[config.mk]
export PLATFORM = sky130hd
export DESIGN_NAME = tone_bank
export DESIGN_NICKNAME = d
export VERILOG_FILES = /design/src/rtl/tone_bank.sv
export SDC_FILE = /design/constraint.sdc
export NUM_CORES = 1
export LEC_CHECK = 0
export CAP_MARGIN = 25
export CORE_MARGIN = 2
export CORE_UTILIZATION = 50
export CTS_BUF_LIST = sky130_fd_sc_hd__clkbuf_4
export CTS_CLUSTER_DIAMETER = 120
export DETAILED_ROUTE_END_ITERATION = 8
export DONT_BUFFER_PORTS = 1
export MAX_ROUTING_LAYER = met4
export PLACE_DENSITY_LB_ADDON = 0.3
export SLEW_MARGIN = 20
export SYNTH_ARGS = -nofsm -noshare
export SYNTH_HDL_FRONTEND = slang
export SYNTH_SLANG_ARGS = --single-unit
export TNS_END_PERCENT = 5
[constraint.sdc]
create_clock -name clk -period 12 [get_ports clk]
set_input_delay 1.8 -clock clk [delete_from_list [all_inputs] [get_ports clk]]
set_output_delay 1.8 -clock clk [all_outputs]
set_load 0.005 [all_outputs]
[src/rtl/tone_bank.sv]
// -----------------------------------------------------------------------------
// tone_bank
//
// Multi-channel programmable square-wave tone generator. Every channel divides
// the system clock by a run-time loadable half-period and produces a 50% duty
// square wave. A divider written through the shared write port is held as
// "pending" and is only applied at the channel's next toggle boundary, so a
// half-period is never cut short by a divider change. A single-cycle sync
// pulse restarts every channel low and in phase.
//
// Parameters:
//   NUM_CH  number of tone channels (1..16)
//   DIV_W   divider / counter width; max half-period is 2^DIV_W-1 cycles
//   CH_W    width of the channel index
//
// Ports:
//   clk       system clock, all state changes on the rising edge
//   reset     asynchronous active-high reset
//   load      divider write strobe (one write per cycle)
//   load_ch   channel targeted by the write; indices >= NUM_CH are ignored
//   load_div  new half-period in clk cycles; 0 silences the channel
//   sync      single-cycle pulse restarting all channels in phase
//   ch_en     per-channel output enable (gates the output only)
//   out       tone outputs, out[i] = tone[i] & ch_en[i]
//   pending   pending[i] is 1 while a written divider awaits application
// -----------------------------------------------------------------------------
module tone_bank #(
  parameter int NUM_CH = 4,
  parameter int DIV_W  = 24,
  parameter int CH_W   = 2
) (
  input  logic              clk,
  input  logic              reset,
  input  logic              load,
  input  logic [CH_W-1:0]   load_ch,
  input  logic [DIV_W-1:0]  load_div,
  input  logic              sync,
  input  logic [NUM_CH-1:0] ch_en,
  output logic [NUM_CH-1:0] out,
  output logic [NUM_CH-1:0] pending
);

  localparam logic [DIV_W-1:0] DIV_ZERO = {DIV_W{1'b0}};
  localparam logic [DIV_W-1:0] DIV_ONE  = {{(DIV_W-1){1'b0}}, 1'b1};

  logic [NUM_CH-1:0] toneVec_s;
  logic [NUM_CH-1:0] pendVec_s;

  for (genvar g = 0; g < NUM_CH; g++) begin : gCh
    logic [DIV_W-1:0] activeDiv_r;
    logic [DIV_W-1:0] pendDiv_r;
    logic [DIV_W-1:0] counter_r;
    logic             tone_r;
    logic             pendV_r;

    logic [DIV_W-1:0] activeDiv_s;
    logic [DIV_W-1:0] pendDiv_s;
    logic [DIV_W-1:0] counter_s;
    logic             tone_s;
    logic             pendV_s;

    logic             hit_s;
    logic             effV_s;
    logic [DIV_W-1:0] effDiv_s;

    // A same-cycle write bypasses the stored pending value so that a write
    // landing exactly on a boundary (or on sync) is applied at that edge.
    assign hit_s    = load & (32'(load_ch) == 32'(g));
    assign effV_s   = hit_s ? 1'b1 : pendV_r;
    assign effDiv_s = hit_s ? load_div : pendDiv_r;

    // Next-state logic for one channel: sync, then silent, then boundary,
    // then plain counting.
    always_comb begin
      activeDiv_s = activeDiv_r;
      pendDiv_s   = pendDiv_r;
      counter_s   = counter_r;
      tone_s      = tone_r;
      pendV_s     = pendV_r;

      if (sync) begin
        counter_s = DIV_ZERO;
        tone_s    = 1'b0;
        if (effV_s) begin
          activeDiv_s = effDiv_s;
          pendV_s     = 1'b0;
        end else begin
          pendV_s     = 1'b0;
        end
      end else if (activeDiv_r == DIV_ZERO) begin
        // Silent: nothing to wait for, a pending divider starts right away.
        counter_s = DIV_ZERO;
        tone_s    = 1'b0;
        if (effV_s) begin
          activeDiv_s = effDiv_s;
          pendV_s     = 1'b0;
        end else begin
          pendV_s     = 1'b0;
        end
      end else if (counter_r == (activeDiv_r - DIV_ONE)) begin
        counter_s = DIV_ZERO;
        if (effV_s) begin
          activeDiv_s = effDiv_s;
          pendV_s     = 1'b0;
          // Switching to silence parks the output low instead of toggling.
          tone_s      = (effDiv_s == DIV_ZERO) ? 1'b0 : ~tone_r;
        end else begin
          tone_s      = ~tone_r;
        end
      end else begin
        counter_s = counter_r + DIV_ONE;
        if (hit_s) begin
          pendDiv_s = load_div;
          pendV_s   = 1'b1;
        end else begin
          pendV_s   = pendV_r;
        end
      end
    end

    // Channel state registers.
    always_ff @(posedge clk or posedge reset) begin
      if (reset) begin
        activeDiv_r <= DIV_ZERO;
        pendDiv_r   <= DIV_ZERO;
        counter_r   <= DIV_ZERO;
        tone_r      <= 1'b0;
        pendV_r     <= 1'b0;
      end else begin
        activeDiv_r <= activeDiv_s;
        pendDiv_r   <= pendDiv_s;
        counter_r   <= counter_s;
        tone_r      <= tone_s;
        pendV_r     <= pendV_s;
      end
    end

    assign toneVec_s[g] = tone_r;
    assign pendVec_s[g] = pendV_r;
  end

  // Enables only mask the outputs; counters keep running for phase continuity.
  assign out     = toneVec_s & ch_en;
  assign pending = pendVec_s;

endmodule

==> out/metrics.csv, run 1 <==
metric;value;unit
reg2reg_setup_slack;7.75;ns
via_count_of_the_first_global_routing_pass;12985;
power.density_cell_area;155;mW/mm²
synth_enable_flop_cells;0;
gp_congestion;0.897;
clock_sink_count;296;
syn-num-nets;1734;
worst_clock_skew;0.0515;ns
drt_iter0_drc;979;
slew_violations;0;
initial_utilization;0.504;
worst-endpoint-arrival;4.83;ns
yosys-top-cells-area;sky130_fd_sc_hd__dfrtp_1 (44%), sky130_fd_sc_hd__mux2_2 (6.4%), sky130_fd_sc_hd__xnor2_1 (5.5%), sky130_fd_sc_hd__xor2_1 (4.5%), sky130_fd_sc_hd__nor2_1 (3.8%);
whs_path_depth;1;
setup_tns;0;ns
synth_top_cell_area_share;0.442;
path_buf_inv;2;
report.power.total;2.76;mW
clk-insertion-delay-late;0.74;ns
syn_to_final_growth;6.19;%
rows;67;
post_cts_buffers;0;
drc;0;
core_area;0.0333;mm²
cap_viol_max_count;0;
async_flop_share;1.00;
worstReg2RegEnd;gCh[0].counter_r[2];
timing.critical_path.slowest_cell_delay;0.66;ns
ir_worst_vdd;0.111;mV
synthesis.area_per_instance;9.91;µm²
holdBufCountCts;0;
timing.critical_path.max_delay_family;simple AND/OR/NAND/NOR gates;
dp_hpwl;28.3;mm
placedInstanceArea;0.0168;mm²
die_boundary_height;187;µm
top_level_port_count;42;
die_w;187;µm
drive_gt1_frac;0.152;
groute.usage.overall;0.244;
die_area;0.0350;mm²
synth-warning-count;0;
nets_finish;1718;
stdcell_area;0.0178;mm²
place_inst;2038;
tritoncts_buffer_count;83;
fin_worst_hold_slack;0.537;ns
via_per_inst;6.07;
yosys_most_used_dff;sky130_fd_sc_hd__dfrtp_1;
fmaxAchievable;235;MHz
clk_path_buf_depth;3;
critical_path.reg2reg.startpoint;gCh[0].activeDiv_r[0];
grt_overflow;0;
h-tree-depth;3;
dr.pass1.iters;5;
number_of_antenna_violations_at_the_first_check_in_global_routing;1;
min_from;gCh[1].pendDiv_r[10];
slowest_stage;sky130_fd_sc_hd__nor3_1;
synthCells;1692;
wl_per_cell;18.9;µm
totalWireLength;41.0;mm
post-synth-top-area-cell;sky130_fd_sc_hd__dfrtp_1;
crit_chain;inv_1 -> ha_1 -> or4b_1 -> nor3_1 -> a31oi_1 -> o32a_1 -> o21ai_0 -> o2111ai_4 -> nand2_1 -> buf_4 -> nor2_1;
postRouteAntennaNets;0;
worst-slew-pin-transition;0.966;ns
clock_tree.root_cell;sky130_fd_sc_hd__clkbuf_4;
slew-limit-headroom;0.356;
setup.worst_path.class;flip-flop to flip-flop;
cts.repair.resized;0;
vias;13170;
clock_tree_from_tritoncts;built;
synth_area;0.0168;mm²
critical_path_required;12.58;ns
ys_types;87;
endpoint_kind;flip-flop;
critical_path.max_fanout;28;
outcome;complete, no violations;
worstRegToRegCells;11;
setup.worst_path.start_class;flip-flop;
cts.reportedPaths.clkPinSlew;0.06;ns
timing.final.crit_period;4.25;ns
hold_class;flip-flop to flip-flop;
postSynthRegisterBits;296;
portBuffers;0;
grt_setup_unrepaired;no;
final_hold_violation_count;0;
grt_pass1_wl;67.6;mm
seq_area_frac_synth;0.442;
setup_violating_endpoint_count_in_the_final_report;0;
worst_hold_path.endpoint;gCh[1].pendDiv_r[10];
timing.final.crit_share;0.354;
fin_cells;2168;
leakagePower;7.12;nW
largest_net_degree_at_the_start_of_global_routing;105;
## per-stage QoR
| step | setup slack [ns] | utilization |
|---|---|---|
| 2_1_floorplan | 2.02 | - |
| 3_3_place_gp | 7.91 | 0.504 |
| 3_5_place_dp | 7.81 | 0.505 |
| 4_1_cts | 7.79 | 0.534 |
| 5_1_grt | 7.39 | 0.535 |
| 6_report | 7.75 | 0.535 |
## worst register-to-register path: stages (launching register included)
cell and delay [ns]:
sky130_fd_sc_hd__dfrtp_1 0.43, sky130_fd_sc_hd__inv_1 0.08, sky130_fd_sc_hd__ha_1 0.19, sky130_fd_sc_hd__or4b_1 0.58, sky130_fd_sc_hd__nor3_1 0.66, sky130_fd_sc_hd__a31oi_1 0.22, sky130_fd_sc_hd__o32a_1 0.38, sky130_fd_sc_hd__o21ai_0 0.16
sky130_fd_sc_hd__o2111ai_4 0.28, sky130_fd_sc_hd__nand2_1 0.61, sky130_fd_sc_hd__buf_4 0.42, sky130_fd_sc_hd__nor2_1 0.11
## cells in the final DEF, fill, tap and decap left out, drive strengths merged, types with 15 or more instances in the layout
cell and instances:
nor3 45, o22ai 96, mux2 97, o21ai 26, xor2 87, inv 72, a22oi 47, nand3 79
nor2 170, or4 15, xnor2 105, or3 17, a21oi 15, dfrtp 296, clkbuf 111, a2bb2oi 46
nand4 34, nand2 63, nor4 50, and3 30
## synth_stat cells, types with 5 or more instances
master                      instances
sky130_fd_sc_hd__o2111ai_1          5
sky130_fd_sc_hd__a22oi_1           47
sky130_fd_sc_hd__or3_1             16
sky130_fd_sc_hd__and2_1             9
sky130_fd_sc_hd__nand4_1           34
sky130_fd_sc_hd__o21ai_0           24
sky130_fd_sc_hd__nor4_1            45
sky130_fd_sc_hd__or2_2              6
sky130_fd_sc_hd__mux2_2            95
sky130_fd_sc_hd__nor2_1           170
sky130_fd_sc_hd__a22o_1             5
sky130_fd_sc_hd__xnor2_1          105
sky130_fd_sc_hd__inv_1             70
sky130_fd_sc_hd__buf_6              8
sky130_fd_sc_hd__o21a_1             5
sky130_fd_sc_hd__or4_1             14
sky130_fd_sc_hd__dfrtp_1          296
sky130_fd_sc_hd__and3_1            29
sky130_fd_sc_hd__o22ai_1           96
sky130_fd_sc_hd__buf_2             22
sky130_fd_sc_hd__a2bb2oi_1         46
sky130_fd_sc_hd__o31ai_1            5
sky130_fd_sc_hd__a31oi_1           10
sky130_fd_sc_hd__xor2_1            87
sky130_fd_sc_hd__nand2b_1          10
sky130_fd_sc_hd__nand3_1           78
sky130_fd_sc_hd__and4_1            12
sky130_fd_sc_hd__mux2i_1            6
sky130_fd_sc_hd__clkbuf_2          15
sky130_fd_sc_hd__nor3_1            43
sky130_fd_sc_hd__ha_1               8
sky130_fd_sc_hd__nor2b_1           13
sky130_fd_sc_hd__a21oi_1           14
sky130_fd_sc_hd__buf_4              9
sky130_fd_sc_hd__nor3b_1            6
sky130_fd_sc_hd__nand3b_1           7
sky130_fd_sc_hd__nand2_1           63
sky130_fd_sc_hd__a211oi_1           8
sky130_fd_sc_hd__clkbuf_1          47
sky130_fd_sc_hd__a2111oi_0          6
sky130_fd_sc_hd__nor4b_1            6
## routing by layer
layer	up-vias	global-route usage	routed length, µm
met2	365	0.376	19100
met4	0	0.0836	1110
li1	6184	-	-
met3	96	0.0615	2700
met5	-	-	0
met1	6525	0.315	18000
## sequential cells by signal, summed over array words and instances (netlist names)
name / flops
gCh.activeDiv_r: 96
gCh.tone_r: 4
gCh.counter_r: 96
gCh.pendV_r: 4
gCh.pendDiv_r: 96
## cell type report
cell class / instances / area (µm²)
antenna: 1 / 2.50
clock buffer: 111 / 833
clock inverter: 17 / 138
fill: 3043 / 15500
inverter: 70 / 270
multi-input combinational: 1212 / 8460
sequential: 296 / 7410
tap: 448 / 561
timing repair buffer: 13 / 125
## report_power, final
part	internal (mW)	leakage, nW	switching [mW]
logic	0.260	2.88	0.243
clock network	0.467	0.578	0.420
registers	1.16	3.66	0.207
## worst max-delay path by stage
stage / endpoint / cells after the start / startpoint
2_1_floorplan: gCh[0].activeDiv_r[0] / 1 / reset
3_3_place_gp: gCh[3].activeDiv_r[0] / 10 / gCh[3].activeDiv_r[0]
3_5_place_dp: gCh[0].activeDiv_r[11] / 11 / gCh[0].activeDiv_r[0]
4_1_cts: gCh[0].activeDiv_r[8] / 11 / gCh[0].activeDiv_r[0]
5_1_grt: gCh[3].activeDiv_r[0] / 10 / gCh[3].activeDiv_r[0]
6_report: gCh[0].counter_r[2] / 11 / gCh[0].activeDiv_r[0]
## logic make-up after synthesis
kind of cell,after synthesis,synth area share
AOI/OAI and AO/OA,323,0.143
xor gates and xnor gates,192,0.100
adders and majority gates,8,0.00597
buffers and inverters,184,0.0537
DFF,296,0.442
muxes,103,0.0688
and+or+nand+nor,586,0.186
Power figures use the tool's default switching activity.
==> run 2: changes to the inputs <==
==> constraint.sdc (replaced) <==
create_clock -name clk -period 3.42 [get_ports clk]
set_input_delay 0.513 -clock clk [delete_from_list [all_inputs] [get_ports clk]]
set_output_delay 0.513 -clock clk [all_outputs]
set_load 0.005 [all_outputs]
==> out/metrics.csv, run 2 (same netlist as run 1, synthesis figures left out) <==
metric;value;unit
outcome;complete, no violations;
timing.critical_path.slowest_cell_delay;0.51;ns
final_hold_violation_count;0;
rows;67;
largest_net_degree_at_the_start_of_global_routing;107;
place_inst;2108;
h-tree-depth;3;
stdcell_area;0.0190;mm²
min_from;load_div[9];
timing.final.crit_period;3.37;ns
clock_tree_from_tritoncts;built;
critical_path_required;4.07;ns
via_count_of_the_first_global_routing_pass;13657;
critical_path.reg2reg.startpoint;gCh[0].activeDiv_r[1];
fin_cells;2291;
fmaxAchievable;297;MHz
ir_worst_vdd;0.389;mV
multi_input_area;0.00863;mm²
slew_violations;0;
setup_violating_endpoint_count_in_the_final_report;0;
tritoncts_buffer_count;82;
timing.final.crit_share;0.986;
grt_setup_unrepaired;yes;
cap_viol_max_count;0;
initial_utilization;0.504;
via_per_inst;6.06;
postRouteAntennaNets;0;
die_w;187;µm
clk_path_buf_depth;3;
critical_path.max_fanout;6;
die_area;0.0350;mm²
area.sequential;0.00741;mm²
endpoint_kind;flip-flop;
mostFrequentLayoutCell;sky130_fd_sc_hd__dfrtp_1;
hold_class;primary input to flip-flop;
drive_gt1_frac;0.197;
clock_tree.root_cell;sky130_fd_sc_hd__clkbuf_4;
worst-slew-pin-transition;0.839;ns
slew-limit-headroom;0.440;
syn_to_final_growth;13.6;%
mostFrequentLayoutCells;sky130_fd_sc_hd__dfrtp_1 (296), sky130_fd_sc_hd__nor2_1 (169), sky130_fd_sc_hd__clkbuf_4 (114);
setup.worst_path.start_class;flip-flop;
wl_per_cell;20.2;µm
worst_clock_skew;0.0578;ns
setup.worst_path.class;flip-flop to flip-flop;
groute.usage.overall;0.270;
top_level_port_count;42;
reg.largest.list;gCh.activeDiv_r (96), gCh.counter_r (96), gCh.pendDiv_r (96);
grt_overflow;0;
grt_pass1_wl;73.4;mm
dr.pass1.iters;7;
crit_chain;buf_6 -> inv_1 -> ha_2 -> or4b_4 -> nor3_1 -> buf_4 -> a31oi_1 -> o32a_1 -> o21ai_1 -> o2111ai_4 -> nand3_4 -> buf_12 -> buf_16 -> mux2_2;
core_area;0.0333;mm²
clk-insertion-delay-late;0.77;ns
totalWireLength;46.2;mm
vias;13890;
die_boundary_height;187;µm
drt_iter0_drc;1010;
worst-endpoint-arrival;4.02;ns
dp_hpwl;30.1;mm
gp_congestion;0.870;
power.density_cell_area;527;mW/mm²
clock_sink_count;296;
slowest_stage;sky130_fd_sc_hd__or4b_4;
leakagePower;7.79;nW
cp-startpoint;gCh[0].activeDiv_r[1];
placedInstanceArea;0.0174;mm²
cts.reportedPaths.clkPinSlew;0.06;ns
portBuffers;0;
n_fill_cell;2880;
nets_finish;1822;
drc;0;
number_of_antenna_violations_at_the_first_check_in_global_routing;3;
run 2: cell count changes in the layout (fill, tap and decap cells not counted), moves of 3 or more:
cell                            before  now
sky130_fd_sc_hd__buf_12              0   12
sky130_fd_sc_hd__buf_4              11   70
sky130_fd_sc_hd__buf_6               0    6
sky130_fd_sc_hd__clkbuf_4          111  114
sky130_fd_sc_hd__clkinv_1            9   20
sky130_fd_sc_hd__clkinv_2            1    4
sky130_fd_sc_hd__clkinv_4            3    0
sky130_fd_sc_hd__clkinvlp_4          0    4
sky130_fd_sc_hd__dlygate4sd3_1       0   26
sky130_fd_sc_hd__mux2_2             95   78
sky130_fd_sc_hd__mux2_4              0   18
sky130_fd_sc_hd__nor4_1             45   38
sky130_fd_sc_hd__nor4_2              4   10
run 2: worst paths after layout:
path                       depth (start not counted)               endpoint  slack (ns)
hold reg to reg                                    1    gCh[1].counter_r[0]        0.53
setup reg to reg                                  14   gCh[0].pendDiv_r[18]        0.05
max in group asynchronous                          3   gCh[2].pendDiv_r[22]        2.00
setup / recovery                                  14   gCh[0].pendDiv_r[18]        0.05
hold / removal                                     2  gCh[3].activeDiv_r[9]        0.04
min in group asynchronous                          2   gCh[0].counter_r[14]        0.38
run 2: what timing repair did:
item / CTS / global route
resized for setup: 9 / 43
endpoints found under the hold margin: 187 / 0
hold buffers: 26 / 0
buffers inserted: 3 / 4
endpoints found under the setup margin: 58 / 265
pin swaps: 7 / 6
gates cloned: 1 / 2
run 2: cell type report:
type / instances / share of cell area
flip-flops and latches: 296 / 0.389
diodes: 3 / 0.000394
multi-input cells: 1212 / 0.453
clock buffers: 114 / 0.0449
clock inverters: 30 / 0.00703
well taps: 448 / 0.0294
inverters: 70 / 0.0140
repair buffers: 118 / 0.0623
run 2: stage by stage:
step	TNS, ns	setup slack [ns]	hold WS (ns)	power, mW	util
2_1_floorplan	-303.14	-1.02	0.444	6.17	-
3_3_place_gp	-1.68	-0.0598	0.507	6.68	0.524
3_5_place_dp	-2.83	-0.103	0.522	6.76	0.524
4_1_cts	0	0.00610	0.00159	9.99	0.564
5_1_grt	-1.15	-0.0479	0.00680	10.6	0.572
6_report	0	0.0492	0.0411	10.0	0.572
run 2: per-layer routing:
| metal | routed length (µm) | vias to the layer above | track usage | share of wire |
|---|---|---|---|---|
| met1 | 19400 | 6831 | 0.348 | 0.42 |
| met2 | 21500 | 509 | 0.407 | 0.46 |
| met5 | 0 | - | - | 0 |
| li1 | - | 6435 | - | - |
| met4 | 1350 | 0 | 0.102 | 0.029 |
| met3 | 3960 | 115 | 0.0747 | 0.086 |
run 2: worst max-delay path: cells and delay by family, from the launching register on:
kind	cells	cell delay, ns
compound gates	4	0.85
mux	1	0.32
flops	1	0.39
simple gates	3	0.89
fa+ha+maj	1	0.17
buf+inv	5	0.60
run 2: power by group:
group | switching [mW] | internal, mW | total [mW] | leakage [nW]
combinational | 1.06 | 1.11 | 2.17 | 3.54
clock | 1.58 | 1.55 | 3.13 | 0.585
sequential | 0.666 | 4.06 | 4.73 | 3.66
total | 3.31 | 6.72 | 10.0 | 7.79
